[config.mk]
export PLATFORM = sky130hd
export DESIGN_NAME = ram_arbiter
export DESIGN_NICKNAME = d
export VERILOG_FILES = /design/src/rtl/ram_arbiter.sv
export SDC_FILE = /design/constraint.sdc
export NUM_CORES = 1
export LEC_CHECK = 0
export ABC_AREA = 1
export ABC_CLOCK_PERIOD_IN_PS = 3300
export BUFFER_PORTS_ARGS = -buffer_cell sky130_fd_sc_hd__buf_2
export CORE_AREA = 2 2 82 84
export CTS_CLUSTER_DIAMETER = 100
export DETAILED_ROUTE_END_ITERATION = 10
export DIE_AREA = 0 0 84 86
export GPL_TIMING_DRIVEN = 0
export PLACE_DENSITY_LB_ADDON = 0.15
export SETUP_SLACK_MARGIN = 0.15
export SLEW_MARGIN = 5
export SYNTH_ARGS = -nofsm -noshare
export SYNTH_HDL_FRONTEND = slang
export SYNTH_SLANG_ARGS = --single-unit
[constraint.sdc]
create_clock -name clk -period 3.3 [get_ports clk]
set_input_delay 0.33 -clock clk [delete_from_list [all_inputs] [get_ports clk]]
set_output_delay 0.33 -clock clk [all_outputs]
set_load 0.005 [all_outputs]
[src/rtl/ram_arbiter.sv]
// ram_arbiter
//   Shares one single-port synchronous RAM between an instruction-fetch read
//   port and a data read/write port. Data requests normally win; a fetch that
//   has been denied STARVE_LIMIT consecutive cycles wins the next contention.
//   Grants are combinational so a winning request is accepted the cycle it
//   first appears. Read data returns one cycle after acceptance, steered to
//   the requester by a small read-return state register.
//
// Ports
//   clk, reset_n                   clock, asynchronous active-low reset
//   if_req / if_address            fetch read request and address
//   if_ready / if_valid / if_data  fetch accept, read-return strobe, read data
//   mem_req / mem_wren             data request, 1 = write
//   mem_address / mem_write_data   data address and write data
//   mem_ready / mem_valid          data accept, read-return strobe
//   mem_data                       data read result
//   ram_address / ram_write_data   RAM address and write data
//   ram_wren / ram_data            RAM write strobe, RAM read data (1-cycle)
module ram_arbiter #(
   parameter int ADDR_WIDTH   = 15,
   parameter int STARVE_LIMIT = 4
) (
   input  logic                  clk,
   input  logic                  reset_n,
   input  logic                  if_req,
   input  logic [ADDR_WIDTH-1:0] if_address,
   output logic                  if_ready,
   output logic                  if_valid,
   output logic [31:0]           if_data,
   input  logic                  mem_req,
   input  logic                  mem_wren,
   input  logic [ADDR_WIDTH-1:0] mem_address,
   input  logic [31:0]           mem_write_data,
   output logic                  mem_ready,
   output logic                  mem_valid,
   output logic [31:0]           mem_data,
   output logic [ADDR_WIDTH-1:0] ram_address,
   output logic [31:0]           ram_write_data,
   output logic                  ram_wren,
   input  logic [31:0]           ram_data
);

   typedef enum logic [1:0] {
      NONE   = 2'd0,
      IF_RD  = 2'd1,
      MEM_RD = 2'd2
   } rd_state_t;

   localparam logic [3:0] STARVE_MAX = 4'(STARVE_LIMIT);

   rd_state_t             rd_state_p1;
   logic [3:0]            starve_cnt;
   logic [ADDR_WIDTH-1:0] addr_hold_p1;
   logic                  fetch_win;
   logic                  if_grant;
   logic                  mem_grant;

   // Stage p0: combinational arbitration on the live requests.
   // Grants are forced low while reset is held so nothing reaches the RAM.
   always_comb begin
      fetch_win = if_req && (!mem_req || (starve_cnt == STARVE_MAX));
      if_grant  = reset_n && fetch_win;
      mem_grant = reset_n && mem_req && !fetch_win;
   end

   assign if_ready       = if_grant;
   assign mem_ready      = mem_grant;
   assign ram_wren       = mem_grant && mem_wren;
   assign ram_write_data = mem_write_data;

   // With no winner the RAM keeps seeing the previous address.
   always_comb begin
      ram_address = addr_hold_p1;
      if (if_grant)
         ram_address = if_address;
      else if (mem_grant)
         ram_address = mem_address;
   end

   // Stage p1: read-return state, starvation counter, held address.
   always_ff @(posedge clk or negedge reset_n) begin
      if (!reset_n) begin
         rd_state_p1  <= NONE;
         starve_cnt   <= 4'd0;
         addr_hold_p1 <= '0;
      end else begin
         if (if_grant)
            rd_state_p1 <= IF_RD;
         else if (mem_grant && !mem_wren)
            rd_state_p1 <= MEM_RD;
         else
            rd_state_p1 <= NONE;

         if (if_req && !if_grant)
            starve_cnt <= (starve_cnt == STARVE_MAX) ? starve_cnt : starve_cnt + 4'd1;
         else
            starve_cnt <= 4'd0;

         addr_hold_p1 <= ram_address;
      end
   end

   // Stage p2: RAM output is steered by the state captured at acceptance.
   assign if_valid  = (rd_state_p1 == IF_RD);
   assign mem_valid = (rd_state_p1 == MEM_RD);
   assign if_data   = ram_data;
   assign mem_data  = ram_data;

endmodule

# == Word level (Yosys, flattened, before mapping) ==
# Cells that the tools add are included.
# totals
ff_bits,21
output_inout_bits,116
word_cells,26
# classes
add_sub_neg,1
n_eq_ne,4
muxes,6
n_reduce_logical,12
# op_table
op,count
two-way mux 15 bit,2
two-way mux 4 bit,2
logical AND 1 bit,7
"adder 4 x 1 -> 4 bit, second input constant",1
"== test 4 x 3 -> 1 bit, second input constant",1
zero test 1 bit,4
two-way mux 2 bit,2
"== test 2 x 1 -> 1 bit, second input constant",1
"== test 2 bit, second input constant",1
"inequality test 2 bit, second input constant",1
logical OR 1 bit,1

# == Depth between registers and ports, before layout ==
# logic_depth
word_depth,8
depth_mapped,10

# == Worst setup path after synthesis ==
# No wires, ideal clock.
# synth_path
kind,register -> output
from,reg starve_cnt[0]
to,out ram_address[1]
arrival_time_ps,1286
required_time_ps,2970
slack_ps,1684
path_stages_with_launch,10
path_buffers,1
cell_sequence,dfrtp_1 inv_1 ha_1 nand3_2 nand2_2 nand3_4 clkinv_2 buf_6 nand2_1 nand2_1
# synth_between
word_cells_on_any_way,8
cone_classes,eq/ne (1); mux (2); reduce/logical (5)
# synth_rtl
element,line_no,text
"start, declared",52,logic [3:0] starve_cnt;
"start signal, assigned",95,starve_cnt <= (starve_cnt == STARVE_MAX) ? starve_cnt : starve_cnt + 4'd1;
== test 4 x 3 -> 1 bit,61,fetch_win = if_req && (!mem_req || (starve_cnt == STARVE_MAX));
logical OR 1 bit,61,
logical AND 1 bit,61,
logical AND 1 bit,62,if_grant = reset_n && fetch_win;
via if_ready,27,"output logic if_ready,"
two-way mux 15 bit,74,if (if_grant)
"end, declared",37,"output logic [ADDR_WIDTH-1:0] ram_address,"
# The timed path passes the listed nets, and every way through them passes these cells.

# == Final worst setup path ==
# layout_path
from,reg starve_cnt[0]
to,out ram_address[8]
# layout_between
elab_chain_cells,7
word_cells_on_any_way,8
cone_classes,eq/ne (1); mux (2); reduce/logical (5)
# layout_lines
element,line_no,text
== test 4 x 3 -> 1 bit (*),61,
logical OR 1 bit (*),61,
logical AND 1 bit (*),61,
zero test 1 bit,63,mem_grant = reset_n && mem_req && !fetch_win;
logical AND 1 bit,63,
two-way mux 15 bit,76,else if (mem_grant)
two-way mux 15 bit (*),74,
# Mark *: on every way between the ends. The rest lies on a longest branch, timed or not.

==> results.yml <==
pwr:
  p_leak_nw: 1.80
  swShare_pct: 28.4
  seqPwrFrac_pct: 37.3
  p_per_area_nw_per_um2: 285
  p_clk_share_pct: 19.7
  peakVddDrop_uv: 143
  internal-power_mw: 0.585
  comb_power_share_pct: 43.0
  switching_power_mw: 0.231
drt:
  via_per_inst: 3.86
  post_drt_wl_per_cell_um: 10.1
  drc_errors: 0
  drt_wl_total_mm: 4.98
  drtIter0Drc: 34
  via_count: 1903
  firstDrtPassIters: 4
  ant_nets: 0
worst_hold_path:
  hold_class: "input port to asynchronous set/reset pin"
global_route:
  grt_pass1_vias: 1773
  grt_use_total_pct: 12.7
  grt_start_max_net_pins: 24
  overflow: 0
  grt_pass1_wl_mm: 7.54
  grt_antenna_before_repair: 0
setup_path:
  crit_chain: "inv_1, ha_1, nand3_2, nand2_2, nand3_4, clkinv_2, buf_6, nand2_1, nand2_1, buf_2"
  slowest_stage: "dfrtp_1"
  max_stage_delay_ps: 410
  path_class: "flip-flop to output port"
  cp_common_cell: "nand2_1"
  critPathRequiredTime_ps: 2970
  cp_max_fo: 11
  end_kind: "output port"
  crit_path_start_kind: "flip-flop"
  crit_arrival_ps: 1890
  critPathTopFamily: "buffers and inverters"
  crit_buf_inv: 4
floorplanning:
  core_area_um2: 6280
  dieWidth_um: 84
  die_h_um: 86
  rows: 29
  boundaryPins: 215
  initial_core_util_pct: 31.4
  die_area_um2: 7220
clocking:
  post-cts-setup-buffers: 0
  clockBufferDepth: 2
  cts_tree: "built"
  clk_pin_slew_ps: 70
  cts_root_buffer: "clkbuf_8"
  cts_resized: 0
  h-tree-depth: 1
  cts_buffers: 3
  clkLatencyLatePin_ps: 250
  ctsHoldBuffers: 0
  clock-sinks: 21
timing:
  min_period_ps: 2220
  max_slew_margin_pct: 65.3
  drv_slew: 0
  worst_slack_ps: 1080
  rsz0062_at_grt: "no"
  setup_viol: 0
  tns_ps: 0
  skew_ps: 2.21
  hold_viol: 0
  worst_slew_pin_slew_ps: 521
  fin_crit_sh_pct: 67.3
  max_freq_mhz: 450
synthesis:
  yosysSeqAreaShare_pct: 26.6
  synth.avg_cell_area_um2: 7.53
  postSynthCellCount: 262
  ys_ff_latch: 21
  yosysWarnings: 0
  yosysUniqueCellTypes: 20
  synth_nets: 363
  synth_area_um2: 1970
status:
  outcome: "finished clean"
finish:
  fin_nets: 518
  syn2layout_area_growth_pct: 45.2
  drive_above_1_share_pct: 66.1
  num_antenna_cells: 0
place:
  gp_congestion: 0.760
  place_hpwl_mm: 4.23
  port_buffers: 150
  dp_slack_ps: 1040
flow_run:
  maxCapViolCount: 0
[worst reg2reg max path: stages (launching register included)]
cell and delay [ps]:
dfrtp_1 390, inv_1 70, ha_1 210, nand3_2 120
nand2_2 90, nand2_2 160, buf_4 210, nand3b_1 100
nand2_1 70, nand2_1 60
[layout by cell type (no fill, tap or decap), types with 3 or more instances in the layout]
cell type,n
buf_2,151
buf_4,98
nand2_1,67
inv_1,24
dfrtp_1,21
or2_2,15
nand3b_1,15
nor2_1,4
a21oi_1,3
clkbuf_8,3
[synth_stat cells]
cell type / n / area (um^2)
buf_4: 98 / 736
nand2_1: 67 / 251
inv_1: 24 / 90.1
dfrtp_1: 21 / 526
nand3b_1: 15 / 113
or2_2: 15 / 93.8
nor2_1: 4 / 15.0
a21oi_1: 3 / 15.0
buf_6: 2 / 22.5
ha_1: 2 / 25.0
nand2_2: 2 / 12.5
buf_2: 1 / 5.00
clkbuf_1: 1 / 3.75
clkinv_2: 1 / 5.00
nand3_1: 1 / 5.00
nand3_2: 1 / 10.0
nand3_4: 1 / 17.5
nor3_2: 1 / 10.0
xnor2_1: 1 / 8.76
xor2_1: 1 / 8.76
[logic make-up after synthesis]
group,after synthesis,synth area share (%)
AOI/OAI and AO/OA,3,0.761
xor gates and xnor gates,2,0.888
adders and majority gates,2,1.27
buffers and inverters,127,43.7
DFF,21,26.6
and+or+nand+nor,107,26.8
[power by group through the flow]
stage | registers [mW] | clock network (mW) | logic (mW)
finish | 0.304 | 0.161 | 0.351
global route | 0.309 | 0.182 | 0.394
CTS | 0.305 | 0.171 | 0.359
detailed placement | 0.310 | 0 | 0.357
global placement | 0.309 | 0 | 0.354
floorplan | 0.307 | 0 | 0.218
[per-stage QoR]
step	std cells	util, %	power, mW	cell area (um^2)	hold slack, ps
after floorplan	262	-	0.525	1970	34.4
after global placement	489	44.9	0.662	2820	344
after detailed placement	489	44.9	0.667	2820	343
after CTS	493	45.6	0.835	2870	64.8
after global routing	493	45.6	0.884	2870	79.2
final	493	45.6	0.816	2870	46.4
[sequential cells by signal, indices dropped and copies added, names as in the netlist]
name and flops:
addr_hold_p1 15, starve_cnt 4, rd_state_p1 2
[layout make-up]
cell class              instances  area [um^2]
fillers                       669         3410
plain buffers                 102          767
repair buffers                150          751
multi-input cells             114          586
flip-flops and latches         21          526
well taps                      77         96.3
inverters                      25         95.1
clock buffers                   4         45.0
[path summary, 6_finish.rpt]
kind	depth (start not counted)	end	slack [ps]	start
max reg2reg	9	addr_hold_p1[3]	1710	starve_cnt[0]
min	1	addr_hold_p1[7]	50	reset_n
max	10	ram_address[8]	1080	starve_cnt[0]
min reg2reg	2	starve_cnt[0]	580	starve_cnt[0]
min in group clk	2	rd_state_p1[1]	240	mem_wren
max in group asynchronous	1	starve_cnt[2]	2900	reset_n
[layer usage]
layer	wire length, um	up-vias	GRT usage (%)	part of all wire (%)
met5	0	-	0	0
met4	34	0	3.08	0.68
met3	534	2	3.66	11
met2	2610	113	25.0	52
met1	1810	788	13.3	36
li1	-	1000	-	-
(Power assumes the default switching activity.)
